**src/rtl/trena_pkg.sv**
```systemverilog
// Shared definitions for the trena control unit: state codes (also consumed
// by the 7-segment debug decoder) and the default watchdog length.
package trena_pkg;

    localparam int TIMEOUT_CICLOS_PADRAO = 2_000_000;

    typedef enum logic [3:0] {
        INICIAL       = 4'd0,
        PREPARA       = 4'd1,
        MEDE          = 4'd2,
        ESPERA_MEDIDA = 4'd3,
        TRANSMITE     = 4'd4,
        ESPERA_TX     = 4'd5,
        PROXIMO       = 4'd6,
        FINAL         = 4'd7,
        ERRO          = 4'd14
    } estado_t;

endpackage

```
**src/rtl/trena_uc_contador_m.sv**
```systemverilog
// Modulo-M up counter with async and sync clears; fim flags the terminal count.
module contador_m #(
    parameter int M = 100,
    parameter int N = 7
) (
    input  logic clock,
    input  logic zera_as,
    input  logic zera_s,
    input  logic conta,
    output logic fim
);

    logic [N-1:0] q;

    always_ff @(posedge clock or posedge zera_as) begin
        if (zera_as)
            q <= '0;
        else if (zera_s)
            q <= '0;
        else if (conta)
            q <= (q == N'(M - 1)) ? '0 : q + 1'b1;
    end

    assign fim = (q == N'(M - 1));

endmodule

```
**src/rtl/trena_uc.sv**
```systemverilog
// Trena control unit: sequences one measurement and a four-character serial
// frame through the datapath handshakes, with a watchdog on both wait states.
module trena_uc
    import trena_pkg::*;
#(
    parameter int TIMEOUT_CICLOS = TIMEOUT_CICLOS_PADRAO
) (
    input  logic       clock,
    input  logic       reset,
    input  logic       medir,
    input  logic       pronto_medida,
    input  logic       pronto_transmissao,
    input  logic       fim_serial,
    output logic       zera,
    output logic       medir_fd,
    output logic       partida_serial,
    output logic       conta_ascii,
    output logic       pronto,
    output logic       erro,
    output logic [3:0] db_estado
);

    estado_t estado, proximo;
    logic    wd_zera, wd_conta, wd_fim;

    // MEDE and TRANSMITE always precede the wait states, so they mark entry.
    assign wd_zera  = reset | (estado == MEDE) | (estado == TRANSMITE);
    assign wd_conta = (estado == ESPERA_MEDIDA) | (estado == ESPERA_TX);

    contador_m #(
        .M (TIMEOUT_CICLOS),
        .N ($clog2(TIMEOUT_CICLOS))
    ) u_watchdog (
        .clock   (clock),
        .zera_as (1'b0),
        .zera_s  (wd_zera),
        .conta   (wd_conta),
        .fim     (wd_fim)
    );

    always_ff @(posedge clock) begin
        if (reset)
            estado <= INICIAL;
        else
            estado <= proximo;
    end

    always_comb begin
        proximo        = INICIAL;
        zera           = 1'b0;
        medir_fd       = 1'b0;
        partida_serial = 1'b0;
        conta_ascii    = 1'b0;
        pronto         = 1'b0;
        erro           = 1'b0;
        case (estado)
            INICIAL:       proximo = medir ? PREPARA : INICIAL;
            PREPARA: begin
                zera    = 1'b1;
                proximo = MEDE;
            end
            MEDE: begin
                medir_fd = 1'b1;
                proximo  = ESPERA_MEDIDA;
            end
            // The awaited pulse is tested before expiry so it wins a tie.
            ESPERA_MEDIDA: begin
                if (pronto_medida)
                    proximo = TRANSMITE;
                else if (wd_fim)
                    proximo = ERRO;
                else
                    proximo = ESPERA_MEDIDA;
            end
            TRANSMITE: begin
                partida_serial = 1'b1;
                proximo        = ESPERA_TX;
            end
            ESPERA_TX: begin
                if (pronto_transmissao)
                    proximo = fim_serial ? FINAL : PROXIMO;
                else if (wd_fim)
                    proximo = ERRO;
                else
                    proximo = ESPERA_TX;
            end
            PROXIMO: begin
                conta_ascii = 1'b1;
                proximo     = TRANSMITE;
            end
            FINAL: begin
                pronto  = 1'b1;
                proximo = medir ? PREPARA : FINAL;
            end
            ERRO: begin
                erro    = 1'b1;
                proximo = medir ? PREPARA : ERRO;
            end
            default:       proximo = INICIAL;
        endcase
    end

    assign db_estado = estado;

endmodule

```
**config.mk**
```make
export PLATFORM = sky130hd
export DESIGN_NAME = trena_uc
export DESIGN_NICKNAME = d
export VERILOG_FILES = /design/src/rtl/trena_pkg.sv /design/src/rtl/trena_uc_contador_m.sv /design/src/rtl/trena_uc.sv
export SDC_FILE = /design/constraint.sdc
export NUM_CORES = 1
export LEC_CHECK = 0
export CORE_MARGIN = 2
export CORE_UTILIZATION = 56
export DETAILED_ROUTE_END_ITERATION = 7
export GPL_TIMING_DRIVEN = 0
export PLACE_DENSITY_LB_ADDON = 0.3
export REMOVE_ABC_BUFFERS = 1
export SYNTH_ARGS = -nofsm -noshare
export SYNTH_HDL_FRONTEND = slang
export SYNTH_HIERARCHICAL = 1
export SYNTH_SLANG_ARGS = --single-unit
```
**constraint.sdc**
```tcl
create_clock -name clock -period 2.69 [get_ports clock]
set_clock_uncertainty 0.05 [all_clocks]
set_input_delay 0.269 -clock clock [delete_from_list [all_inputs] [get_ports clock]]
set_output_delay 0.269 -clock clock [all_outputs]
set_load 0.03 [all_outputs]
```
### Yosys cells after proc, flatten, opt, wreduce, memory -nomap -nowiden

Index checks and enable logic that the tools add are counted.

* reduce and logical (&&, ||, !) cells: 1
* shift operators: 0
* $mul: 0
* order comparisons: 0
* equality and inequality tests: 9
* divide/modulo/power cells: 0
* bitwise logic cells: 3
* muxes and demuxes: 16
* add/sub/neg operators: 1

Operator list (number)
* case mux 4 bit (9 select lines): 1
* adder 21 x 1 -> 21 bit, second input constant: 1
* equality test 21 bit, second input constant: 1
* 2-to-1 mux 21 bit: 1
* 2-to-1 mux 4 bit: 5
* equality test 4 x 3 -> 1 bit, second input constant: 4
* equality test 4 x 2 -> 1 bit, second input constant: 2
* 2-to-1 mux 1 bit: 8
* equality test 4 x 1 -> 1 bit, second input constant: 1
* equality test 4 bit, second input constant: 1
* zero test 4 bit: 1
* 2-to-1 mux 3 bit: 1
* bitwise OR 1 bit: 3

* input bits: 6
* bits in registers: 25
* ROM bits: 0
* output and inout port bits: 10
* memories kept: 0
* word-level logic and storage cells: 32
* latch bits: 0
* memory bits (writable): 0

### Longest topological paths before layout

* word-level depth: 4
* gate-level depth with buffers: 10
* mapped depth without buffers: 8

### Hierarchy

The synthesis kept the hierarchy.

Modules (own cells, without submodules)
* contador_m: area each 1173.6 um^2, cells an instance 121, sequential area each 525.5 um^2, instances 1
* trena_uc: area each 444.2 um^2, cells an instance 61, sequential area each 80.1 um^2, instances 1

### Worst setup path after synthesis

No wires, ideal clock.

* path type: register -> register
* start: reg estado[2], in the netlist db_estado[2]
* end: reg u_watchdog.q[16]
* data required time: 2.517 ns
* stages on the path, launching flop included: 11
* clock period less this slack: 2.394 ns
* arrival time: 2.221 ns
* path buffers: 3
* setup time: 0.123 ns
* path slack: 0.296 ns
* cells stage by stage: dfxtp_1 > buf_6 > buf_4 > xnor2_1 > nor3b_1 > clkbuf_1 > o211ai_1 > nor4_1 > nand3_1 > xor2_1 > nor2_1

* elaborated cells on any way between the ends: 7
* those cells by class: eq/ne (4); bitwise (3)

RTL lines
* start, declared: RTL line trena_uc.sv:23 `estado_t estado, proximo;`
* start signal, assigned: RTL line trena_uc.sv:45 `estado <= proximo;`
* equality test 4 x 2 -> 1 bit or equality test 4 x 3 -> 1 bit (tied branches): RTL line trena_uc.sv:28 `assign wd_conta = (estado == ESPERA_MEDIDA) | (estado == ESPERA_TX);`
* bitwise OR 1 bit (*): RTL line trena_uc.sv:28
* via wd_conta: RTL line trena_uc.sv:24 `logic wd_zera, wd_conta, wd_fim;`
* end signal, assigned: RTL line trena_uc_contador_m.sv:21 `q <= (q == N'(M - 1)) ? '0 : q + 1'b1;`
* end, declared: RTL line trena_uc_contador_m.sv:13 `logic [N-1:0] q;`

The timed path passes the listed nets; every way through them passes the cells marked *.
A chain may end at the register's enable or synchronous reset.

### Final worst setup path

* start: reg estado[2], in the netlist db_estado[2]
* end: reg u_watchdog.q[16]

* word-level cells in the longest chain between the ends: 3
* elaborated cells on any way between the ends: 7
* those cells by class: eq/ne (4); bitwise (3)

RTL lines
* equality test 4 x 2 -> 1 bit: RTL line trena_uc.sv:27 `assign wd_zera = reset | (estado == MEDE) | (estado == TRANSMITE);`
* bitwise OR 1 bit: RTL line trena_uc.sv:27
* bitwise OR 1 bit (*): RTL line trena_uc.sv:27
* via wd_zera: RTL line trena_uc.sv:24

Marks and branches as above.

==> results.py <==
metrics = {
    "clocking": {
        "max-clock-path-buffers": 2,
        "clkTransAtPathRegs_ns": 0.12,
        "clock_tree_root_driver_cell": "clkbuf_4",
        "clk-insertion-delay-late_ns": 0.32,
        "tritoncts_clock_tree": "yes",
        "number_of_h_tree_levels": 1,
        "cts-hold-fix-buffers": 0,
        "cts_buffers": 3,
        "clock_sink_count": 25,
    },
    "floorplan": {
        "num_rows": 19,
        "die_w_um": 57.8,
        "floorplan.die_area_sq_um": 3340,
        "die_height_um": 57.8,
        "floorplan.initialDensity_pct": 58.7,
        "pin_count": 16,
        "core_sq_um": 2760,
    },
    "logic_synthesis": {
        "synth_largest_area_cell": "dfrtp_1",
        "synth_warnings": 6,
        "synth-seq-area-share_pct": 37.4,
        "synthDistinctLibCells": 49,
        "syn_avg_cell_area_sq_um": 8.89,
        "post_synthesis_cell_count": 182,
        "yosys.area.top_type_share_pct": 32.5,
        "synth-main-ff-cell": "dfrtp_1",
        "synth_edf_count": 0,
        "syn-cell-area_sq_um": 1620,
        "postSynth.asyncResetShare_pct": 84.0,
        "synthTopCellsByArea": "dfrtp_1, nor2_1, xor2_1",
        "postSynthRegisterBits": 25,
    },
    "power_and_ir_drop": {
        "sw_frac_of_total_pct": 29.9,
        "power.share.clock_pct": 22.9,
        "seqPwrFrac_pct": 56.7,
        "ir_drop_mv": 0.320,
        "power.net_switching_w": 0.000215,
        "power.static_leakage_nw": 0.657,
        "power_density_nw_per_um2": 396,
        "comb_power_share_pct": 20.4,
        "power.internal_w": 0.000504,
    },
    "timing": {
        "total_negative_slack_ns": 0,
        "achievable-frequency_ghz": 0.403,
        "final.period_utilization_pct": 92.2,
        "post-route-worst-setup-slack_ns": 0.209,
        "slew_headroom_pct": 54.4,
        "unrepaired_setup_endpoints_after_global_routing": "yes",
        "report.final.slew_viol_count": 0,
        "min_period_ns": 2.48,
        "setup_viol": 0,
        "report.final.hold_viol_count": 0,
        "tightest_slew_ns": 0.683,
    },
    "drt": {
        "avg_vias_per_cell": 6.09,
        "wirelength_um": 3390,
        "drc_violations": 0,
        "detail_route.wl_per_cell_um": 15.2,
        "detailedRoute.firstIterationViolations": 81,
        "detail-route-antenna-nets": 0,
        "dr_total_vias": 1359,
        "drt_pre_antenna_iters": 4,
    },
    "finish": {
        "finish.instance_area_sq_um": 1820,
        "fillCellCount": 240,
        "multiInputGateArea_sq_um": 965,
        "fin_util_pct": 65.8,
        "num_antenna_cells": 0,
        "sequential_cell_area_sq_um": 608,
        "final_layout_size_suffix_gt1_share_pct": 12.0,
        "nNetsFinal": 200,
        "flow.area_growth_from_synthesis_pct": 12.2,
    },
    "placed_design": {
        "dpl-instance-area_sq_um": 1730,
        "port_buffers": 15,
        "place_ws_ns": -0.677,
        "place.gp.congestion": 0.862,
        "dpl.hpwl_um": 2330,
    },
    "global_routing": {
        "grt_pass1_vias": 1275,
        "number_of_antenna_violations_at_the_first_check_in_global_routing": 0,
        "groute.usage.overall_pct": 22.5,
        "grt_pass1_wl_um": 5870,
        "grt_max_degree": 22,
        "grt_remaining_overflow": 0,
    },
    "setup_path": {
        "timing.rr.start": "db_estado[2]",
        "critical-path-slowest-cell": "dfxtp_2",
        "dominant_delay_contributor_by_cell_family_on_the_critical_path": "compound AO/OA/AOI/OAI gates",
        "timing.critical_path.buf_inv": 0,
        "cp_slowest_stage_delay_ns": 0.55,
        "path_cells": "xnor2_1 > o31ai_4 > o211ai_1 > nor4_2 > nand3_1 > xor2_1 > nor2_1",
        "endpoint_kind": "register",
        "timing.setup.critical_path_class": "reg2reg",
        "timing.critical_path.from": "db_estado[2]",
        "start_kind": "register",
        "cp.arrival_ns": 2.64,
        "crit_fanout": 20,
        "cp.required_ns": 2.85,
    },
    "worst_hold_path": {
        "hold_start": "u_watchdog/q[20]",
        "hp-class": "reg2reg",
    },
    "run": {
        "drv.max_cap_violation_count": 0,
    },
    "outcome": {
        "run_status": "complete, no violations",
    },
}
[what timing repair did]
action                                  CTS  global route
buffers inserted                          0             1
gates resized for setup                   6             5
endpoints found under the setup margin   16             7
gates cloned                              0             0
pin swaps                                 0             1
[metal layers]
| metal | up-vias | wire [um] | GRT usage (%) |
|---|---|---|---|
| li1 | 658 | - | - |
| met1 | 657 | 1490 | 30.0 |
| met2 | 34 | 1700 | 35.9 |
| met5 | - | 0 | 0 |
| met3 | 10 | 126 | 4.02 |
| met4 | 0 | 82 | 9.97 |
[cells by family after synthesis]
kind of cell / after synthesis / synth area share, %
other: 1 / 0.232
XOR/XNOR: 19 / 10.3
adder cells (fa/ha/maj): 1 / 0.773
buffers and inverters: 15 / 5.80
AND/OR/NAND/NOR: 96 / 33.5
multiplexers: 2 / 1.31
AO/OA/AOI/OAI: 23 / 10.7
flip-flops: 25 / 37.4
[worst min-delay path, cell delays in order, from the launching register on]
cell and delay, ns:
dfrtp_1 0.38, xnor2_1 0.14, nor2_1 0.04
[flip-flops by register name, summed over array words and instances (netlist names)]
| register | count |
|---|---|
| db_estado | 4 |
| u_watchdog/q | 21 |
[cell usage after synthesis, drive strengths merged (2+ instances only)]
library cell and instances:
nor2 26, dfrtp 21, nand2 12, a21oi 10, nor3 10, xor2 10, nand3 9, xnor2 9
nand4 8, buf 7, nand2b 7, inv 5, nor3b 5, dfxtp 4, clkbuf 3, nor4 3
or3 3, nand3b 2, nor2b 2, o21a 2, o32ai 2, or4 2, or4b 2
[power by group through the flow]
stage	clock network, W	registers, W	logic (W)
floorplan	0	0.000418	0.0000832
global placement	0	0.000411	0.000134
detailed placement	0	0.000412	0.000138
CTS	0.000172	0.000407	0.000145
global route	0.000188	0.000411	0.000159
finish	0.000164	0.000408	0.000147
[per-stage QoR]
step	hold slack, ns	cells	total power (W)
after floorplan	0.405	172	0.000501
after global placement	0.480	218	0.000545
after detailed placement	0.502	218	0.000550
after CTS	0.530	222	0.000724
after global routing	0.549	223	0.000758
final	0.534	223	0.000719
[layout make-up]
class                      instances  share of cell area [%]
clock inverter                     1                   0.276
inverter                           5                    1.03
tap                               31                    2.14
multi-input combinational        142                    53.1
sequential                        25                    33.5
clock buffer                       3                    1.24
timing repair buffer              16                    8.68
[worst paths after layout]
path | cells past startpoint | slack [ns] | endpoint
worst max-delay path | 7 | 0.21 | u_watchdog/q[16]
worst min-delay path | 2 | 0.53 | u_watchdog/q[20]
worst max register to register | 7 | 0.21 | u_watchdog/q[16]
worst min register to register | 2 | 0.53 | u_watchdog/q[20]
[cell usage in the layout, fill, tap and decap left out, types with 3 or more instances in the layout]
master and instances:
inv_1 4, or3_1 3, nor2_1 25, a21oi_1 10, nor3b_1 4, nor3_2 3
xor2_1 10, nand3_1 9, nor3_1 7, clkdlybuf4s50_1 15, nand2_1 12, nand2b_1 7
clkbuf_4 3, dfrtp_1 21, nand4_1 7, xnor2_1 9
(Power assumes the default switching activity.)
